[src/rtl/wave_capture_multi.sv]
// wave_capture_multi: triggered, decimated capture of one sample channel into a double-buffered display RAM.
module wave_capture_multi #(
    parameter int SAMPLE_W   = 16,
    parameter int OUT_W      = 8,
    parameter int DEPTH_LOG2 = 8,
    parameter int CHANNELS   = 2,
    parameter int CSW        = (CHANNELS > 1 ? $clog2(CHANNELS) : 1)
) (
    input  logic                         clk,
    input  logic                         reset,
    input  logic                         new_sample_ready,
    input  logic [CHANNELS*SAMPLE_W-1:0] new_sample_in,
    input  logic [CSW-1:0]               chan_sel,
    input  logic [1:0]                   trig_mode,
    input  logic signed [SAMPLE_W-1:0]   trig_level,
    input  logic [3:0]                   decim,
    input  logic                         wave_display_idle,
    output logic [DEPTH_LOG2:0]          write_address,
    output logic                         write_enable,
    output logic [OUT_W-1:0]             write_sample,
    output logic                         read_index,
    output logic                         capture_done
);
    typedef enum logic [1:0] {ARMED, ACTIVE, WAIT} state_t;
    localparam logic [OUT_W-1:0] MSB_MASK = OUT_W'(1) << (OUT_W - 1);

    state_t                       state, state_n;
    logic [DEPTH_LOG2-1:0]        index, index_n;
    logic [3:0]                   dcnt, dcnt_n, decim_r, decim_n;
    logic                         read_index_n, prev_valid, prev_valid_n;
    logic signed [SAMPLE_W-1:0]   prev, prev_n, level_r, level_n, cur;
    logic [CSW-1:0]               sel_r, sel_n;
    logic [1:0]                   mode_r, mode_n;
    logic                         we_n, done_n, rise, fall, trig;
    logic [OUT_W-1:0]             sample_n;
    logic [DEPTH_LOG2:0]          address_n;

    assign cur  = new_sample_in[sel_r*SAMPLE_W +: SAMPLE_W];
    assign rise = prev < level_r && cur >= level_r;
    assign fall = prev >= level_r && cur < level_r;
    // Free-run fires on any sample; edge modes need a valid previous sample.
    assign trig = new_sample_ready && (mode_r == 2'b10 || prev_valid &&
                  (mode_r == 2'b00 ? rise : mode_r == 2'b01 ? fall : rise || fall));

    always_comb begin
        state_n      = state;
        index_n      = index;
        dcnt_n       = dcnt;
        read_index_n = read_index;
        prev_n       = prev;
        prev_valid_n = prev_valid;
        sel_n        = sel_r;
        mode_n       = mode_r;
        level_n      = level_r;
        decim_n      = decim_r;
        we_n         = 1'b0;
        done_n       = 1'b0;
        case (state)
            ARMED: begin
                sel_n   = chan_sel;
                mode_n  = trig_mode;
                level_n = trig_level;
                decim_n = decim;
                if (new_sample_ready) begin
                    prev_n       = cur;
                    prev_valid_n = 1'b1;
                end
                if (chan_sel != sel_r || trig)
                    prev_valid_n = 1'b0;
                if (trig) begin
                    state_n = ACTIVE;
                    we_n    = 1'b1;
                    index_n = index + 1'b1;
                    dcnt_n  = 4'd0;
                end
            end
            ACTIVE: begin
                if (new_sample_ready && dcnt == decim_r) begin
                    we_n    = 1'b1;
                    index_n = index + 1'b1;
                    dcnt_n  = 4'd0;
                    done_n  = &index;
                    state_n = &index ? WAIT : ACTIVE;
                end else if (new_sample_ready)
                    dcnt_n = dcnt + 4'd1;
            end
            WAIT: begin
                if (wave_display_idle) begin
                    read_index_n = ~read_index;
                    prev_valid_n = 1'b0;
                    state_n      = ARMED;
                end
            end
            default: state_n = ARMED;
        endcase
        sample_n  = we_n ? cur[SAMPLE_W-1 -: OUT_W] ^ MSB_MASK : write_sample;
        address_n = we_n ? {~read_index, index} : {~read_index_n, index_n};
    end

    always_ff @(posedge clk or negedge reset) begin
        if (!reset) begin
            state         <= ARMED;
            index         <= '0;
            dcnt          <= '0;
            read_index    <= 1'b0;
            prev          <= '0;
            prev_valid    <= 1'b0;
            sel_r         <= '0;
            mode_r        <= '0;
            level_r       <= '0;
            decim_r       <= '0;
            write_enable  <= 1'b0;
            capture_done  <= 1'b0;
            write_sample  <= '0;
            write_address <= {1'b1, {DEPTH_LOG2{1'b0}}};
        end else begin
            state         <= state_n;
            index         <= index_n;
            dcnt          <= dcnt_n;
            read_index    <= read_index_n;
            prev          <= prev_n;
            prev_valid    <= prev_valid_n;
            sel_r         <= sel_n;
            mode_r        <= mode_n;
            level_r       <= level_n;
            decim_r       <= decim_n;
            write_enable  <= we_n;
            capture_done  <= done_n;
            write_sample  <= sample_n;
            write_address <= address_n;
        end
    end
endmodule

[config.mk]
export PLATFORM = sky130hd
export DESIGN_NAME = wave_capture_multi
export DESIGN_NICKNAME = d
export VERILOG_FILES = /design/src/rtl/wave_capture_multi.sv
export SDC_FILE = /design/constraint.sdc
export NUM_CORES = 1
export LEC_CHECK = 0
export ABC_AREA = 1
export CORE_MARGIN = 3
export CORE_UTILIZATION = 45
export CTS_CLUSTER_SIZE = 8
export DETAILED_ROUTE_END_ITERATION = 10
export PLACE_DENSITY = 0.82
export SETUP_SLACK_MARGIN = 0.5
export SYNTH_ARGS = -nofsm -noshare
export SYNTH_HDL_FRONTEND = slang
export SYNTH_SLANG_ARGS = --single-unit
export TNS_END_PERCENT = 1
[constraint.sdc]
create_clock -name clk -period 4.4 [get_ports clk]
set_input_delay 0.44 -clock clk [delete_from_list [all_inputs] [get_ports clk]]
set_output_delay 0.44 -clock clk [all_outputs]
set_load 0.005 [all_outputs]
After elaboration in Yosys (flattened, before gate mapping)
Index checks and enable logic that the tools add are counted.
{"block": "totals", "reg_bits": 74, "wordCells": 78}
{"block": "classes", "reduce_logical": 17, "n_shift": 1, "magnitude_cmp": 4, "mux": 26, "addsub": 2, "bitwise": 3, "eq_ne": 11}
{"op": "$ge A16 B16 Y1", "count": 2}
{"op": "$lt A16 B16 Y1", "count": 2}
{"op": "$shiftx A32 B6 Y16", "count": 1}
{"op": "$mux W8", "count": 2}
{"op": "$pmux W8 S2", "count": 1}
{"op": "$mux W4", "count": 3}
{"op": "$mux W1", "count": 11}
{"op": "$mux W9", "count": 1}
{"op": "$reduce_and A3 Y1", "count": 3}
{"op": "$add A8 B1 Y8 const B", "count": 1}
{"op": "$mux W2", "count": 4}
{"op": "$pmux W4 S2", "count": 1}
{"op": "$reduce_and A8 Y1", "count": 1}
{"op": "$ne A2 B2 Y1 const B", "count": 3}
{"op": "$ne A3 B3 Y1 const B", "count": 2}
{"op": "$pmux W2 S3", "count": 1}
{"op": "$logic_and A1 B1 Y1", "count": 5}
{"op": "$add A4 B1 Y4 const B", "count": 1}
{"op": "$eq A2 B1 Y1 const B", "count": 2}
{"op": "$eq A2 B2 Y1 const B", "count": 2}
{"op": "$eq A4 B4 Y1", "count": 1}
{"op": "$logic_not A2 Y1", "count": 2}
{"op": "$pmux W1 S2", "count": 2}
{"op": "$reduce_bool A2 Y1", "count": 2}
{"op": "other kinds (4)", "count": 8}

Longest topological paths before layout
{"block": "logic_depth", "ltp_word": 12, "ltp_mapped": 26}

Worst setup path before layout
No wires, ideal clock.
{"block": "synth_timing", "kind": "register -> register", "start": "register sel_r", "end": "register dcnt[2]", "required_time_ns": 4.283, "setup_ns": 0.117, "path_stages_with_launch": 23, "arrival_time_ns": 2.695, "path_slack_ns": 1.589, "n_path_buf": 1, "cell_sequence": "dfrtp_1 -> clkbuf_1 -> inv_1 -> or2_2 -> o21ai_0 -> inv_1 -> ha_1 -> nand2_1 -> o21ai_0 -> a21oi_1 -> nand2_1 -> nand2_1 -> nand2_1 -> nor2_1 -> nand2_1 -> nand2_1 -> nand2_1 -> nand2_2 -> nand2_2 -> nand2_4 -> nand2_1 -> nand2_1 -> nand2_1"}
{"block": "synth_between", "elab_chain_cells": 11, "word_cells_on_any_way": 13}
{"element": "from (decl)", "line": "32", "text": "logic [CSW-1:0] sel_r, sel_n;"}
{"element": "from (signal assigned)", "line": "123", "text": "sel_r <= sel_n;"}
{"element": "$shiftx A32 B6 Y16 (*)", "line": "38", "text": "assign cur = new_sample_in[sel_r*SAMPLE_W +: SAMPLE_W];"}
{"element": "named net cur[15]", "line": "31", "text": "logic signed [SAMPLE_W-1:0] prev, prev_n, level_r, level_n, cur;"}
{"element": "$ge A16 B16 Y1 or $lt A16 B16 Y1 (tied branches)", "line": "39, 40"}
{"element": "$logic_and A1 B1 Y1 (on tied branches)", "line": "39, 40"}
{"element": "$logic_or A1 B1 Y1", "line": "43", "text": "(mode_r == 2'b00 ? rise : mode_r == 2'b01 ? fall : rise || fall));"}
{"element": "$mux W1", "line": "43"}
{"element": "$mux W1 (*)", "line": "43"}
{"element": "$logic_and A1 B1 Y1 (*)", "line": "42", "text": "assign trig = new_sample_ready && (mode_r == 2'b10 || prev_valid &&"}
{"element": "$logic_or A1 B1 Y1 (*)", "line": "42"}
{"element": "$logic_and A1 B1 Y1 (*)", "line": "42"}
{"element": "$ne A2 B2 Y1 (no source line) (*)"}
{"element": "$reduce_and A3 Y1 (no source line) (*)"}
{"element": "to (signal assigned)", "line": "119", "text": "dcnt <= dcnt_n;"}
{"element": "to (decl)", "line": "29", "text": "logic [3:0] dcnt, dcnt_n, decim_r, decim_n;"}
The timed path passes the listed nets; every way through them passes the cells marked *.
A chain may end at the register's enable or synchronous reset.

Worst setup path after layout
{"block": "layout_timing", "start": "input port new_sample_in[31]", "end": "register dcnt[2]"}
{"block": "layout_between", "elab_chain_cells": 11, "word_cells_on_any_way": 13}
{"element": "from (decl)", "line": "12", "text": "input logic [CHANNELS*SAMPLE_W-1:0] new_sample_in,"}
{"element": "$shiftx A32 B6 Y16 (*)", "line": "38"}
{"element": "named net cur[15]", "line": "31"}
{"element": "$ge A16 B16 Y1 or $lt A16 B16 Y1 (tied branches)", "line": "39, 40"}
{"element": "$logic_and A1 B1 Y1 (on tied branches)", "line": "39, 40"}
{"element": "$logic_or A1 B1 Y1", "line": "43"}
{"element": "$mux W1", "line": "43"}
{"element": "$mux W1 (*)", "line": "43"}
{"element": "$logic_and A1 B1 Y1 (*)", "line": "42"}
{"element": "$logic_or A1 B1 Y1 (*)", "line": "42"}
{"element": "$logic_and A1 B1 Y1 (*)", "line": "42"}
{"element": "$ne A2 B2 Y1 (no source line) (*)"}
{"element": "$reduce_and A3 Y1 (no source line) (*)"}
Marked as above.

==> results by group <==
Pwr
  • LEAKAGE: 2.58 nW
  • Cell Pwr Density: 692 nW/um^2
  • Worst vdd ir: 0.245 mV
  • Post-layout total power: 3.70 mW

Timing
  • Final Hold Fails: 0
  • Crit path time final: 3.24 ns
  • Worst Tran Pin Value: 0.817 ns
  • Hold WS: 0.171 ns
  • Unrepaired setup endpoints after global routing: false
  • Final Skew: 0.0131 ns
  • Final worst path period share: 73.6%
  • Worst setup margin: 1.16 ns
  • Slew headroom: 45.4%
  • Max Fclk: 309 MHz
  • Final setup TNS: 0 ns
  • Final-report setup violation count: 0
  • Fin. max-slew vios: 0

Floorplan
  • DIE HEIGHT: 103 um
  • Initial core utilization: 47.5%
  • Core Region: 8980 um^2
  • Die Area: 10700 um^2
  • Placement Rows: 34
  • Die width: 103 um
  • I/O Pins: 79

Route
  • Routed Wire Length: 10.2 mm
  • Final ANT Viol Nets: 0
  • Avg Vias per Cell: 5.16
  • Post-route DRC: 0
  • Via count: 3847
  • DRT Pass-1 Iters: 4
  • Initial DRC Count: 222
  • Routed WL per cell: 13.7 um

Synth
  • Top-area cell type share of the netlist area: 42.9%
  • Top cells by area, synth: dfrtp_1 (43%), nand2_1 (15%), ha_1 (10%)
  • Synthesized area per cell: 7.84 um^2
  • Adder-Cell Fraction of Synth Area: 9.98%
  • Mapped cell area: 4260 um^2
  • Synth Area in Compound Gates: 9.39%
  • Leading area contributor after synthesis: dfrtp_1
  • Mux cell area share after synthesis: 0.235%
  • #FFs+latches synth: 74
  • Post-Synth Simple-Gate Area: 27.7%
  • Synth Warn #: 0
  • Unique masters post-synth: 33
  • Syn_nets: 637
  • Sequential-to-total area share from yosys stat: 43.5%
  • Cell count after synthesis: 544
  • Largest family of logic cells by synthesized area: simple AND/OR/NAND/NOR gates
  • Post-Synth XOR/XNOR Area: 2.05%

Clocking
  • PostCTS Resize Cnt: 0
  • CTS tree: built
  • Clock net sink count: 74
  • Post-CTS Setup Bufs: 0
  • Root buffer cell: clkbuf_8
  • Max Root-Sink Buffers: 2
  • Cts bufs inserted: 9
  • Clock-pin slew of the registers on the worst-case setup and hold paths: 0.08 ns
  • Hold buffers post-CTS: 0
  • Clk_lat worst skew: 0.34 ns
  • H-tree levels: 3

Setup path
  • Worst setup EP type: flop
  • CP max FO: 11
  • Critical path required time: 4.63 ns
  • Worst setup path class: input pin to flop
  • Worst r2r src: sel_r
  • Crit path from: new_sample_in[31]
  • Worst setup SP type: input pin
  • Worst endpoint data arrival time: 3.47 ns

Finish
  • Nets: 707
  • Area Overhead vs Synth: 25.4%
  • Register area: 1850 um^2
  • Multi-input logic area: 2110 um^2
  • ANT cells: 0
  • Share of cells above drive strength 1: 5.33%
  • Fillers: 788
  • Cell area after layout: 5340 um^2

Global route
  • Total congestion overflow: 0
  • Total track usage: 20.6%
  • GR met3 Demand/Resource: 3.35%
  • Met1 GRT Util: 27.0%
  • Routing usage on met2: 34.5%
  • First-pass GRT wire length: 17.6 mm
  • Gr busiest metal: met2
  • Largest net degree at the start of global routing: 54
  • Vias in the first global route: 3958
  • Initial antenna violation count: 0

Placement
  • RePlAce Congestion: 0.808
  • Hpwl dp: 7.59 mm
  • Worst slack, placed: 0.868 ns
  • Dpl cell area: 5130 um^2
  • PortBufs: 78

Job
  • Maxcap violations: 0

Min path
  • Worst hold path class: input pin to async pin

Status
  • Status: finished clean
cells by family (layout without fill, tap and decap cells):
family                   Yosys count  in the layout
multiplexers                       1              1
flip-flops                        74             74
buffers and inverters             78            153
AND/OR/NAND/NOR                  277            277
adder cells (fa/ha/maj)           34             34
XOR/XNOR                          10             10
AO/OA/AOI/OAI                     70             70
report_power, final:
| group | internal, mW | switching (mW) |
|---|---|---|
| combinational | 0.799 | 1.15 |
| sequential | 0.992 | 0.195 |
| clock | 0.317 | 0.248 |
critical path, cell delays in order:
cell,delay [ns]
clkdlybuf4s50_1,0.39
or2_2,0.28
o21ai_0,0.14
inv_1,0.12
ha_1,0.34
nand2_1,0.13
o21ai_0,0.10
a21oi_1,0.17
nand2_1,0.09
nand2_1,0.09
nand2_1,0.06
nor2_1,0.08
nand2_1,0.06
nand2_1,0.06
nand2_1,0.05
nand2_2,0.23
nand2_2,0.22
nand2_4,0.15
nand2_1,0.12
nand2_1,0.10
nand2_1,0.05
per-layer routing:
layer	vias up	share of wire, %
li1	1908	-
met1	1815	45
met2	103	48
met3	21	5.0
met4	0	2.2
met5	-	0
synth_stat cells:
cell       count
a2111oi_0      1
a21o_1         2
a21oi_1       15
a21oi_2        1
a31oi_1       14
buf_1          1
buf_2          3
buf_6          1
clkbuf_1      18
dfrtp_1       73
dfstp_2        1
ha_1          34
inv_1         54
inv_2          1
mux2i_1        1
nand2_1      174
nand2_2        2
nand2_4        1
nand2_8        2
nand3_1       47
nand4_1        3
nor2_1        36
nor2_2         2
nor2_4         1
nor3_1         6
nor3_2         1
nor4_1         1
o211ai_1       7
o21ai_0       29
o21bai_1       1
or2_2          1
xnor2_1        1
xor2_1         9
final cells by class:
cell class	count	share of cell area (%)
multi-input cells	392	39.5
flip-flops and latches	74	34.7
repair buffers	82	15.1
inverters	55	3.86
well taps	126	2.95
clock buffers	10	2.39
clock inverters	6	1.55
metrics by stage:
step	utilization, %	cells
3_5_place_dp	57.2	729
5_1_grt	59.5	745
4_1_cts	59.5	745
3_3_place_gp	57.2	729
6_report	59.5	745
2_1_floorplan	-	544
placed cells by master, fill, tap and decap left out, types with 2 or more instances in the layout:
cell | synthesis | final
nand2_1 | 174 | 174
clkdlybuf4s50_1 | 0 | 77
dfrtp_1 | 73 | 73
inv_1 | 54 | 54
nand3_1 | 47 | 47
nor2_1 | 36 | 36
ha_1 | 34 | 34
o21ai_0 | 29 | 29
a21oi_1 | 15 | 15
a31oi_1 | 14 | 14
xor2_1 | 9 | 9
clkbuf_8 | 0 | 9
o211ai_1 | 7 | 7
nor3_1 | 6 | 6
buf_4 | 0 | 4
nand4_1 | 3 | 3
clkinv_2 | 0 | 3
a21o_1 | 2 | 2
nand2_2 | 2 | 2
nor2_4 | 1 | 2
nand2_8 | 2 | 2
bufinv_16 | 0 | 2
state kept, by name, summed over array words and instances, names as in the netlist:
name	count
write_address	9
level_r	16
decim_r	4
write_sample	8
dcnt	4
state	2
read_index	1
index	8
write_enable	1
mode_r	2
capture_done	1
sel_r	1
prev	16
prev_valid	1
path summary, 6_finish.rpt:
path	slack (ns)	cells after the start	endpoint
max reg2reg	1.17	20	dcnt[2]
max	1.16	21	dcnt[2]
min in group clk	0.44	0	write_address[7]
max in group asynchronous	3.20	2	write_address[8]
min	0.17	1	prev[2]
min reg2reg	0.44	0	write_address[7]
(Power assumes the default switching activity.)
